$ cat src/rtl/sonar_pkg.sv
// Shared constants for the sonar serial link: ASCII frame characters,
// receiver state encodings and default bit timing (50 MHz / 115200 baud).
package sonar_pkg;

  localparam int BIT_TICKS_DEF  = 434;
  localparam int HALF_TICKS_DEF = 217;

  localparam logic [6:0] ASC_0    = 7'h30;
  localparam logic [6:0] ASC_9    = 7'h39;
  localparam logic [6:0] ASC_VIRG = 7'h2C;
  localparam logic [6:0] ASC_CERQ = 7'h23;

  typedef enum logic [3:0] {
    RX_IDLE      = 4'd0,
    RX_START     = 4'd1,
    RX_DATA      = 4'd2,
    RX_PARITY    = 4'd3,
    RX_STOP1     = 4'd4,
    RX_STOP2     = 4'd5,
    RX_WAIT_HIGH = 4'd6
  } rx_state_t;

endpackage

$ cat src/rtl/rx_serial_7e2.sv
// 7-bit, even-parity, 2-stop-bit serial receiver with a 2-FF input synchroniser.
// Flags a received character (pronto_char) or a parity/framing error (erro_char) for one cycle.
module rx_serial_7e2
  import sonar_pkg::*;
#(
  parameter int BIT_TICKS  = BIT_TICKS_DEF,
  parameter int HALF_TICKS = HALF_TICKS_DEF
) (
  input  logic       clock,
  input  logic       reset,
  input  logic       entrada_serial,
  output logic [6:0] dado,
  output logic       pronto_char,
  output logic       erro_char,
  output logic [3:0] db_estado
);

  localparam logic [8:0] BIT_LOAD  = 9'(BIT_TICKS - 1);
  localparam logic [8:0] HALF_LOAD = 9'(HALF_TICKS - 1);

  rx_state_t  state_reg, state_next;
  logic [8:0] cnt_reg, cnt_next;
  logic [2:0] bit_cnt_reg, bit_cnt_next;
  logic [6:0] dado_reg, dado_next;
  logic       par_err_reg, par_err_next;
  logic       pronto_char_reg, pronto_char_next;
  logic       erro_char_reg, erro_char_next;
  logic       sync1_reg, sync2_reg, prev_reg;
  logic       rx, tick;

  assign rx   = sync2_reg;
  assign tick = (cnt_reg == 9'd0);

  // Synchroniser and edge-detect history reset to the idle-high line level.
  always_ff @(posedge clock or negedge reset) begin
    if (!reset) begin
      sync1_reg       <= 1'b1;
      sync2_reg       <= 1'b1;
      prev_reg        <= 1'b1;
      state_reg       <= RX_IDLE;
      cnt_reg         <= 9'd0;
      bit_cnt_reg     <= 3'd0;
      dado_reg        <= 7'd0;
      par_err_reg     <= 1'b0;
      pronto_char_reg <= 1'b0;
      erro_char_reg   <= 1'b0;
    end else begin
      sync1_reg       <= entrada_serial;
      sync2_reg       <= sync1_reg;
      prev_reg        <= sync2_reg;
      state_reg       <= state_next;
      cnt_reg         <= cnt_next;
      bit_cnt_reg     <= bit_cnt_next;
      dado_reg        <= dado_next;
      par_err_reg     <= par_err_next;
      pronto_char_reg <= pronto_char_next;
      erro_char_reg   <= erro_char_next;
    end
  end

  always_comb begin
    state_next       = state_reg;
    cnt_next         = tick ? cnt_reg : cnt_reg - 9'd1;
    bit_cnt_next     = bit_cnt_reg;
    dado_next        = dado_reg;
    par_err_next     = par_err_reg;
    pronto_char_next = 1'b0;
    erro_char_next   = 1'b0;
    case (state_reg)
      RX_IDLE: begin
        if (prev_reg && !rx) begin
          state_next = RX_START;
          cnt_next   = HALF_LOAD;
        end
      end
      RX_START: begin
        if (tick) begin
          if (!rx) begin
            state_next   = RX_DATA;
            cnt_next     = BIT_LOAD;
            bit_cnt_next = 3'd0;
          end else begin
            state_next = RX_IDLE;
          end
        end
      end
      RX_DATA: begin
        if (tick) begin
          dado_next    = {rx, dado_reg[6:1]};
          cnt_next     = BIT_LOAD;
          bit_cnt_next = bit_cnt_reg + 3'd1;
          if (bit_cnt_reg == 3'd6) state_next = RX_PARITY;
        end
      end
      RX_PARITY: begin
        if (tick) begin
          par_err_next = ^{dado_reg, rx};
          cnt_next     = BIT_LOAD;
          state_next   = RX_STOP1;
        end
      end
      RX_STOP1: begin
        if (tick) begin
          if (rx) begin
            state_next = RX_STOP2;
            cnt_next   = BIT_LOAD;
          end else begin
            erro_char_next = 1'b1;
            state_next     = RX_WAIT_HIGH;
          end
        end
      end
      RX_STOP2: begin
        if (tick) begin
          if (rx) begin
            pronto_char_next = !par_err_reg;
            erro_char_next   = par_err_reg;
            state_next       = RX_IDLE;
          end else begin
            erro_char_next = 1'b1;
            state_next     = RX_WAIT_HIGH;
          end
        end
      end
      RX_WAIT_HIGH: begin
        if (rx) state_next = RX_IDLE;
      end
      default: state_next = RX_IDLE;
    endcase
  end

  assign dado        = dado_reg;
  assign pronto_char = pronto_char_reg;
  assign erro_char   = erro_char_reg;
  assign db_estado   = state_reg;

endmodule

$ cat src/rtl/sonar_frame_rx.sv
// Receives sonar frames "A2A1A0,D2D1D0#" and publishes angle/distance as 3-digit BCD.
// After any error the parser stays silent until a '#' realigns it to a frame start.
module sonar_frame_rx
  import sonar_pkg::*;
#(
  parameter int BIT_TICKS  = BIT_TICKS_DEF,
  parameter int HALF_TICKS = HALF_TICKS_DEF
) (
  input  logic        clock,
  input  logic        reset,
  input  logic        entrada_serial,
  output logic [11:0] angulo,
  output logic [11:0] distancia,
  output logic        pronto,
  output logic        erro,
  output logic [3:0]  db_estado_rx,
  output logic [3:0]  db_estado_parser
);

  logic [6:0] dado;
  logic       pronto_char, erro_char;

  rx_serial_7e2 #(
    .BIT_TICKS (BIT_TICKS),
    .HALF_TICKS(HALF_TICKS)
  ) u_rx (
    .clock         (clock),
    .reset         (reset),
    .entrada_serial(entrada_serial),
    .dado          (dado),
    .pronto_char   (pronto_char),
    .erro_char     (erro_char),
    .db_estado     (db_estado_rx)
  );

  logic [2:0]  pos_reg, pos_next;
  logic        sync_reg, sync_next;
  logic [11:0] ang_tmp_reg, ang_tmp_next;
  logic [11:0] dist_tmp_reg, dist_tmp_next;
  logic [11:0] angulo_reg, angulo_next;
  logic [11:0] distancia_reg, distancia_next;
  logic        pronto_reg, pronto_next;
  logic        erro_reg, erro_next;
  logic        char_ok;

  always_ff @(posedge clock or negedge reset) begin
    if (!reset) begin
      pos_reg       <= 3'd0;
      sync_reg      <= 1'b0;
      ang_tmp_reg   <= 12'h000;
      dist_tmp_reg  <= 12'h000;
      angulo_reg    <= 12'h000;
      distancia_reg <= 12'h000;
      pronto_reg    <= 1'b0;
      erro_reg      <= 1'b0;
    end else begin
      pos_reg       <= pos_next;
      sync_reg      <= sync_next;
      ang_tmp_reg   <= ang_tmp_next;
      dist_tmp_reg  <= dist_tmp_next;
      angulo_reg    <= angulo_next;
      distancia_reg <= distancia_next;
      pronto_reg    <= pronto_next;
      erro_reg      <= erro_next;
    end
  end

  always_comb begin
    pos_next       = pos_reg;
    sync_next      = sync_reg;
    ang_tmp_next   = ang_tmp_reg;
    dist_tmp_next  = dist_tmp_reg;
    angulo_next    = angulo_reg;
    distancia_next = distancia_reg;
    pronto_next    = 1'b0;
    erro_next      = 1'b0;
    case (pos_reg)
      3'd3:    char_ok = (dado == ASC_VIRG);
      3'd7:    char_ok = (dado == ASC_CERQ);
      default: char_ok = (dado >= ASC_0) && (dado <= ASC_9);
    endcase
    if (sync_reg) begin
      if (pronto_char && dado == ASC_CERQ) begin
        sync_next = 1'b0;
        pos_next  = 3'd0;
      end
    end else if (erro_char || (pronto_char && !char_ok)) begin
      erro_next     = 1'b1;
      sync_next     = 1'b1;
      pos_next      = 3'd0;
      ang_tmp_next  = 12'h000;
      dist_tmp_next = 12'h000;
    end else if (pronto_char) begin
      if (pos_reg == 3'd7) begin
        angulo_next    = ang_tmp_reg;
        distancia_next = dist_tmp_reg;
        pronto_next    = 1'b1;
        pos_next       = 3'd0;
      end else begin
        pos_next = pos_reg + 3'd1;
        // Digits arrive hundreds first, so shifting left leaves units in [3:0].
        if (pos_reg < 3'd3) ang_tmp_next = {ang_tmp_reg[7:0], dado[3:0]};
        else if (pos_reg > 3'd3) dist_tmp_next = {dist_tmp_reg[7:0], dado[3:0]};
      end
    end
  end

  assign angulo           = angulo_reg;
  assign distancia        = distancia_reg;
  assign pronto           = pronto_reg;
  assign erro             = erro_reg;
  assign db_estado_parser = {sync_reg, pos_reg};

endmodule

$ cat config.mk
export PLATFORM = sky130hd
export DESIGN_NAME = sonar_frame_rx
export DESIGN_NICKNAME = d
export VERILOG_FILES = /design/src/rtl/sonar_pkg.sv /design/src/rtl/rx_serial_7e2.sv /design/src/rtl/sonar_frame_rx.sv
export SDC_FILE = /design/constraint.sdc
export NUM_CORES = 1
export LEC_CHECK = 0
export CAP_MARGIN = 20
export CORE_UTILIZATION = 61
export CTS_CLUSTER_SIZE = 12
export DETAILED_ROUTE_END_ITERATION = 8
export PLACE_DENSITY = 0.84
export SLEW_MARGIN = 40
export SYNTH_ARGS = -nofsm -noshare
export SYNTH_HDL_FRONTEND = slang
export SYNTH_SLANG_ARGS = --single-unit
export TNS_END_PERCENT = 1
$ cat constraint.sdc
create_clock -name clock -period 6.5 [get_ports clock]
set_input_delay 0.65 -clock clock [delete_from_list [all_inputs] [get_ports clock]]
set_output_delay 0.65 -clock clock [all_outputs]
set_load 0.05 [all_outputs]
### After elaboration in Yosys (flattened, before gate mapping)

Cells that the tools add are included.

* flip-flop bits (word level): 83
* bits in writable memories: 0
* latch bits: 0
* output and inout port bits: 34
* memories kept: 0
* input bits: 3
* logic and storage cells: 130
* bits in read-only memories: 0

* eq/ne operators: 23
* shifts and indexed selects: 0
* mux-type cells: 55
* bitwise operators: 2
* reduce and logical (&&, ||, !) cells: 25
* multiply operators: 0
* $lt $le $gt $ge: 4
* add/subtract/negate cells: 3
* divide/modulo/power cells: 0

Operator list (count)
* $mux 12: 9
* $mux 9: 7
* $pmux 9 s4: 1
* $mux 4: 8
* $pmux 4 s7: 1
* $mux 3: 9
* $ne 2x1->1 const B: 9
* $mux 1: 15
* $eq 7x6->1 const B: 2
* $eq 4x3->1 const B: 3
* $reduce_and 4->1: 3
* $logic_not 9->1: 1
* $sub 9x1->9 const B: 1
* $eq 4x2->1 const B: 2
* $reduce_and 8->1: 1
* $reduce_bool 2->1: 4
* $reduce_xor 8->1: 1
* $ge 7x6->1 const B: 1
* $le 7x6->1 const B: 1
* $add 3x1->3 const B: 2
* $eq 3x3->1 const B: 2
* $ne 2x2->1 const B: 3
* $pmux 3 s2: 1
* $reduce_and 2->1: 3
* other kinds (14): 22

### Depth between registers and ports, before layout

Gate-level depths: netlist (run 1).

* depth after elaboration: 8
* gate-level depth with buffers: 11
* gate-level depth less buffers: 9

### Cells and area by module

From an unflattened synthesis (run 1), not the netlist that was laid out.

* cells, all modules: 375
* area total of the unflattened synthesis: 4127.7 um^2

By module, submodules not included
* sonar_frame_rx: sequential area each 1351.3 um^2, instances 1, area an instance 2399.8 um^2, cells an instance 203
* rx_serial_7e2: sequential area each 704.4 um^2, instances 1, area an instance 1727.9 um^2, cells an instance 172

### Worst setup path after synthesis (run 1)

Ideal clock, no wire load.

* path type: register to register
* start: reg pos_reg[0]
* end: reg angulo_reg[10] (netlist: angulo[10])
* setup time: 125 ps
* path buffers: 1
* clock period less this slack: 2468 ps
* required time: 6375 ps
* arrival: 2343 ps
* stages on the path, launching flop included: 8
* slack: 4032 ps
* cells stage by stage: dfrtp_1 ha_1 ha_1 a32oi_1 nor2_1 o21ai_1 buf_2 mux2_2

* word-level cells in the longest chain between the ends: 7
* elaborated cells on any way between the ends: 8
* classes of those cells: eq/ne (2); mux (1); bitwise (1); reduce/logical (4)

RTL lines
* from (decl): RTL line sonar_frame_rx.sv:36 `logic [2:0] pos_reg, pos_next;`
* from (signal assigned): RTL line sonar_frame_rx.sv:57 `pos_reg <= pos_next;`
* $eq 3x3->1 or $eq 3x2->1 (tied branches): RTL line sonar_frame_rx.sv:77, sonar_frame_rx.sv:94
* $pmux 1 s2: RTL line sonar_frame_rx.sv:77 `case (pos_reg)`
* $logic_not 1->1: RTL line sonar_frame_rx.sv:87 `end else if (erro_char || (pronto_char && !char_ok)) begin`
* $logic_and 1x1->1: RTL line sonar_frame_rx.sv:87
* $logic_or 1x1->1: RTL line sonar_frame_rx.sv:87
* $not 1->1 (no source line)
* $reduce_and 4->1 (no source line) (*)
* to (signal assigned): RTL line sonar_frame_rx.sv:61 `angulo_reg <= angulo_next;`
* to (decl): RTL line sonar_frame_rx.sv:40 `logic [11:0] angulo_reg, angulo_next;`

Mark *: on every way between the ends. The rest lies on a longest branch, timed or not.
A chain may end at the register's enable or synchronous reset.

### Final worst setup path (run 1)

* start: reg u_rx.state_reg[0] (netlist: u_rx.db_estado[0])
* end: out db_estado_rx[0]

RTL lines
* from (decl): RTL line rx_serial_7e2.sv:21 `rx_state_t state_reg, state_next;`
* from (signal assigned): RTL line rx_serial_7e2.sv:51 `state_reg <= state_next;`
* to (decl): RTL line sonar_frame_rx.sv:16 `output logic [3:0] db_estado_rx,`

No word-level cell between the ends.

==> out/results.ini, run 1 <==
[synthesis]
syn-instance-count=364
ys_seq_area_share_pct=52.1
yosysTopAreaCellShare_pct=50.1
async_reset_ff_share_pct=100
syn_area_per_cell_um2=10.8
synth_seq_cells=82
synth_flop_cell=dfrtp_1
synth-edff-count=0
yosys-top-cells-count=79 x dfrtp_1, 46 x nand2_1, 39 x o21ai_0, 28 x mux2_2, 25 x mux2i_1
yosys.cell_types.count=51
yosysWarnings=0
synth_top_area_cell=dfrtp_1
synth_nets=378
synth.area.top_cells=dfrtp_1 50%, mux2_2 8.0%, mux2i_1 6.3%
syn_area_um2=3950
yosysMostFrequentCell=dfrtp_1

[grt]
antenna_found_initial=0
gr-total-overflow=0
grt_usage_pct=24.7
grt_pass1_wl_mm=12.4
grt_pass1_vias=2726
grt_max_degree=83

[clock_network]
clk_pin_slew_ps=80
ctsResizeCount=0
cts.sinks=82
post_cts_buffers=0
cts-root-buf=clkbuf_8
cts_max_path_buffers=2
cts_buffers=9
cts_tree=yes
ctsHoldBuffers=0
insertion_delay_ps=350
htree_num_levels=3

[setup_path]
endpoint_kind=output port
slowest_delay_ps=920
crit_type=flop to output port
startpoint=u_rx.db_estado[0]
required_ps=5850
critPathBufInv=1
crit_path_cell_trace=clkdlybuf4s50_1
crit_family=buffers and inverters
worstPathArrival_ps=2010
cp_slowest_cell=clkdlybuf4s50_1
reg2reg_from=u_rx.cnt_reg[0]
cp-start-kind=flop
cp_max_fo=23

[pwr]
power_density_nw_per_um2=265
power_mw=1.21
vdd_ir_drop_max_mv=0.208
p_leak_nw=2.06

[final_layout]
final-seq-area_um2=2060
diodes=0
drive_above_1_share_pct=14.5
num-fill-cells=426
area_growth_pct=15.5
nNetsFinal=408
multi_input_area_um2=1740

[detailed_routing]
ant_nets=0
wl_per_cell_um=15.9
via_count=2803
drt_iter0_drc=187
first_pass_iters=4
viasPerCell=5.91
wirelength_mm=7.54
drc_errors=0

[sta]
finalSetupViolCount=0
tightestPinTransition_ps=828
fin_crit_ps=2660
rsz0062_at_grt=false
skew_ps=9.74
fin_tns_setup_ps=0
layout_setup_ws_ps=3840
period_share_pct=40.9
fmax_mhz=376
holdWs_ps=329
hold_viol_final=0
drv_slew=0
max-slew-margin-rel_pct=43.4

[floorplan]
die_h_um=82.4
boundaryPins=37
initial_core_util_pct=64.8
design.core.area_um2=6100
rows=28
die-area_um2=6800
fp.dieW_um=82.4

[worst_hold_path]
min_path_type=input pin to asynchronous set/reset pin

[status]
status=completed

[placed_design]
pre_cts_slack_ps=4010
gp_congestion=0.864
dpl.hpwl_mm=5.07
port-buffer-count=35

[flow_run]
cap_violations=0

==> per-stage QoR <==
stage          instances  instance area (µm²)  utilization, %
3_5_place_dp         458                 4330            71.0
3_3_place_gp         458                 4330            71.0
6_report             474                 4560            74.8
5_1_grt              474                 4560            74.8
4_1_cts              474                 4560            74.8
2_1_floorplan        364                 3950               -
==> cells in the final DEF (no fill, tap or decap), types with 6 or more instances in the layout <==
cell / count
dfrtp_1: 79
nand2_1: 46
o21ai_0: 39
clkdlybuf4s50_1: 34
mux2_2: 28
mux2i_1: 25
inv_1: 14
nor2_1: 12
ha_1: 11
clkbuf_8: 11
a21oi_1: 10
nand2b_1: 6
o31ai_1: 6
xnor2_1: 6
==> logic make-up after synthesis <==
group                      Yosys count  share of synthesized area (%)
and+or+nand+nor                     97                           12.3
DFF                                 82                           52.1
AOI/OAI and AO/OA                   79                           12.2
muxes                               53                           14.3
buffers and inverters               35                           4.12
adders and majority gates           11                           3.49
xor gates and xnor gates             6                           1.33
other                                1                         0.0950
==> per-layer routing <==
metal  GRT usage (%)  share of wire (%)
met5               0                  0
met4            9.82                1.4
met3            6.70                4.0
met2            42.6                 50
met1            29.1                 44
==> area by class of cell <==
class / count / share of cell area, %
Tap cell: 75 / 2.06
Multi-Input combinational cell: 247 / 38.2
Clock buffer: 12 / 3.40
Sequential cell: 82 / 45.1
Timing Repair Buffer: 39 / 8.37
Clock inverter: 4 / 1.62
Inverter: 15 / 1.29
==> report_power, final <==
group | internal (mW) | switching [mW] | total, mW
logic | 0.0791 | 0.111 | 0.191
registers | 0.545 | 0.0561 | 0.601
clock network | 0.238 | 0.179 | 0.416
total | 0.861 | 0.346 | 1.21
==> worst paths after layout <==
kind	end	slack, ps	cells past startpoint
max reg2reg	u_rx.cnt_reg[0]	3880	9
min reg2reg	u_rx.rx	360	0
min in group clock	u_rx.rx	360	0
max	db_estado_rx[0]	3840	1
min	dist_tmp_reg[8]	330	1
max in group asynchronous	u_rx.bit_cnt_reg[0]	5680	1
Power figures use the tool's default switching activity.
==> inputs of run 2 (changes only) <==
Settings changed: CORE_UTILIZATION 61 to 52, PLACE_DENSITY 0.84 to 0.76.
Clock period 6.5 ns to 2.4 ns, I/O delays scaled along.
==> out/results.ini, run 2 (synthesis results as in run 1) <==
[grt]
use_met2_pct=38.0
grt_usage_pct=21.8
antenna_found_initial=0
grt-busiest-layer=met2
use_met3_pct=3.60
grt_pass1_wl_mm=13.0
grt_max_degree=49
grt_pass1_vias=2802
met1_usage_pct=26.5
gr-total-overflow=0

[setup_path]
worstPathArrival_ps=2520
required_ps=2630
cp_slowest_cell=or4_4
cp-start-kind=flop
crit_type=flop to flop
slowest_delay_ps=570
endpoint_kind=flop
cp_max_fo=13
crit_path_cell_trace=or4_4, nor2b_4, inv_4, ha_1, a2111oi_0, a2111o_1, o211ai_1

[pwr]
p_clk_share_pct=32.1
pwr-share-comb_pct=17.3
seqPwrFrac_pct=50.6
p_sw_share_pct=30.1
power_density_nw_per_um2=687
power_mw=3.19
intPower_mw=2.23
vdd_ir_drop_max_mv=0.450
p_leak_nw=2.08
switchingPower_mw=0.960

[flow_run]
cap_violations=0

[clock_network]
cts.sinks=82
post_cts_buffers=0
ctsHoldBuffers=1
insertion_delay_ps=360
ctsResizeCount=0
clk_pin_slew_ps=80
cts_tree=yes
cts-root-buf=clkbuf_8
cts_buffers=9
cts_max_path_buffers=2
htree_num_levels=3

[placed_design]
port-buffer-count=35
dp_cells=488
gp_congestion=0.903
dpl.hpwl_mm=5.10

[final_layout]
nNetsFinal=415
diodes=0
most-common-layout-cells=79 x dfrtp_1, 46 x nand2_1, 39 x o21ai_0
area_growth_pct=17.5
final_core_util_pct=63.6
drive_above_1_share_pct=15.8
fin_cells=505
layout_commonest_cell=dfrtp_1

[sta]
tightestPinTransition_ps=632
fmax_mhz=436
max-slew-margin-rel_pct=57.9
hold_viol_final=0
finalSetupViolCount=0
period_share_pct=95.5
rsz0062_at_grt=false
drv_slew=0
skew_ps=11.0
fin_crit_ps=2290
fin_tns_setup_ps=0

[detailed_routing]
drc_errors=0
first_pass_iters=4
wl_per_cell_um=15.1
drt_iter0_drc=138
viasPerCell=5.63
wirelength_mm=7.62
via_count=2844
ant_nets=0

[floorplan]
die-area_um2=7940
die_h_um=89.1
design.core.area_um2=7290
boundaryPins=37
rows=31
fp.dieW_um=89.1
initial_core_util_pct=54.1

[worst_hold_path]
min_path_type=input pin to flop

[status]
status=completed

run 2: final timing paths:
kind | start | end | slack, ps | depth (start not counted)
worst max-delay path | u_rx.cnt_reg[3] | u_rx.cnt_reg[0] | 110 | 7
worst min-delay path | entrada_serial | u_rx.sync1_reg | 280 | 1
worst max register to register | u_rx.cnt_reg[3] | u_rx.cnt_reg[0] | 110 | 7
worst min register to register | u_rx.sync1_reg | u_rx.rx | 360 | 0
max in group asynchronous | reset | u_rx.cnt_reg[0] | 1340 | 3
min in group asynchronous | reset | pronto | 440 | 2
run 2: power by group through the flow:
stage | sequential (mW) | combinational, mW | clock [mW]
after CTS | 1.61 | 0.549 | 1.05
after detailed placement | 1.64 | 0.546 | 0
final | 1.61 | 0.550 | 1.02
after global placement | 1.63 | 0.525 | 0
after global routing | 1.63 | 0.612 | 1.10
after floorplan | 1.62 | 0.388 | 0
run 2: cell type report:
type / instances / area (µm²)
multi-input cells: 247 / 1740
well taps: 99 / 124
inverters: 15 / 58.8
clock inverters: 5 / 62.6
repair buffers: 46 / 458
flip-flops and latches: 82 / 2060
fillers: 606 / 2650
clock buffers: 11 / 141
run 2: per-layer routing:
metal	share of wire [%]	vias up
li1	-	1365
met1	44	1402
met2	50	66
met3	3.8	11
met4	1.8	0
met5	0	-
run 2: through the flow:
| stage | hold slack (ps) | setup slack (ps) | cell area, µm² |
|---|---|---|---|
| floorplan | -55.6 | 50.7 | 3950 |
| global placement | 294 | 228 | 4430 |
| detailed placement | 306 | 154 | 4430 |
| CTS | 272 | 148 | 4640 |
| global route | 268 | 6.34 | 4640 |
| finish | 281 | 109 | 4640 |
run 2: critical path: cells and delay by family, from the launching register on:
| family | cells | cell delay, ps |
|---|---|---|
| compound gates | 3 | 640 |
| simple gates | 2 | 730 |
| buf+inv | 1 | 80 |
| flops | 1 | 430 |
| fa+ha+maj | 1 | 290 |
==> inputs of run 3 (changes only) <==
Settings changed: ABC_CLOCK_PERIOD_IN_PS set to 2400.
==> results of run 3 <==
No change in the layout: final DEF, timing and power equal those of run 2.
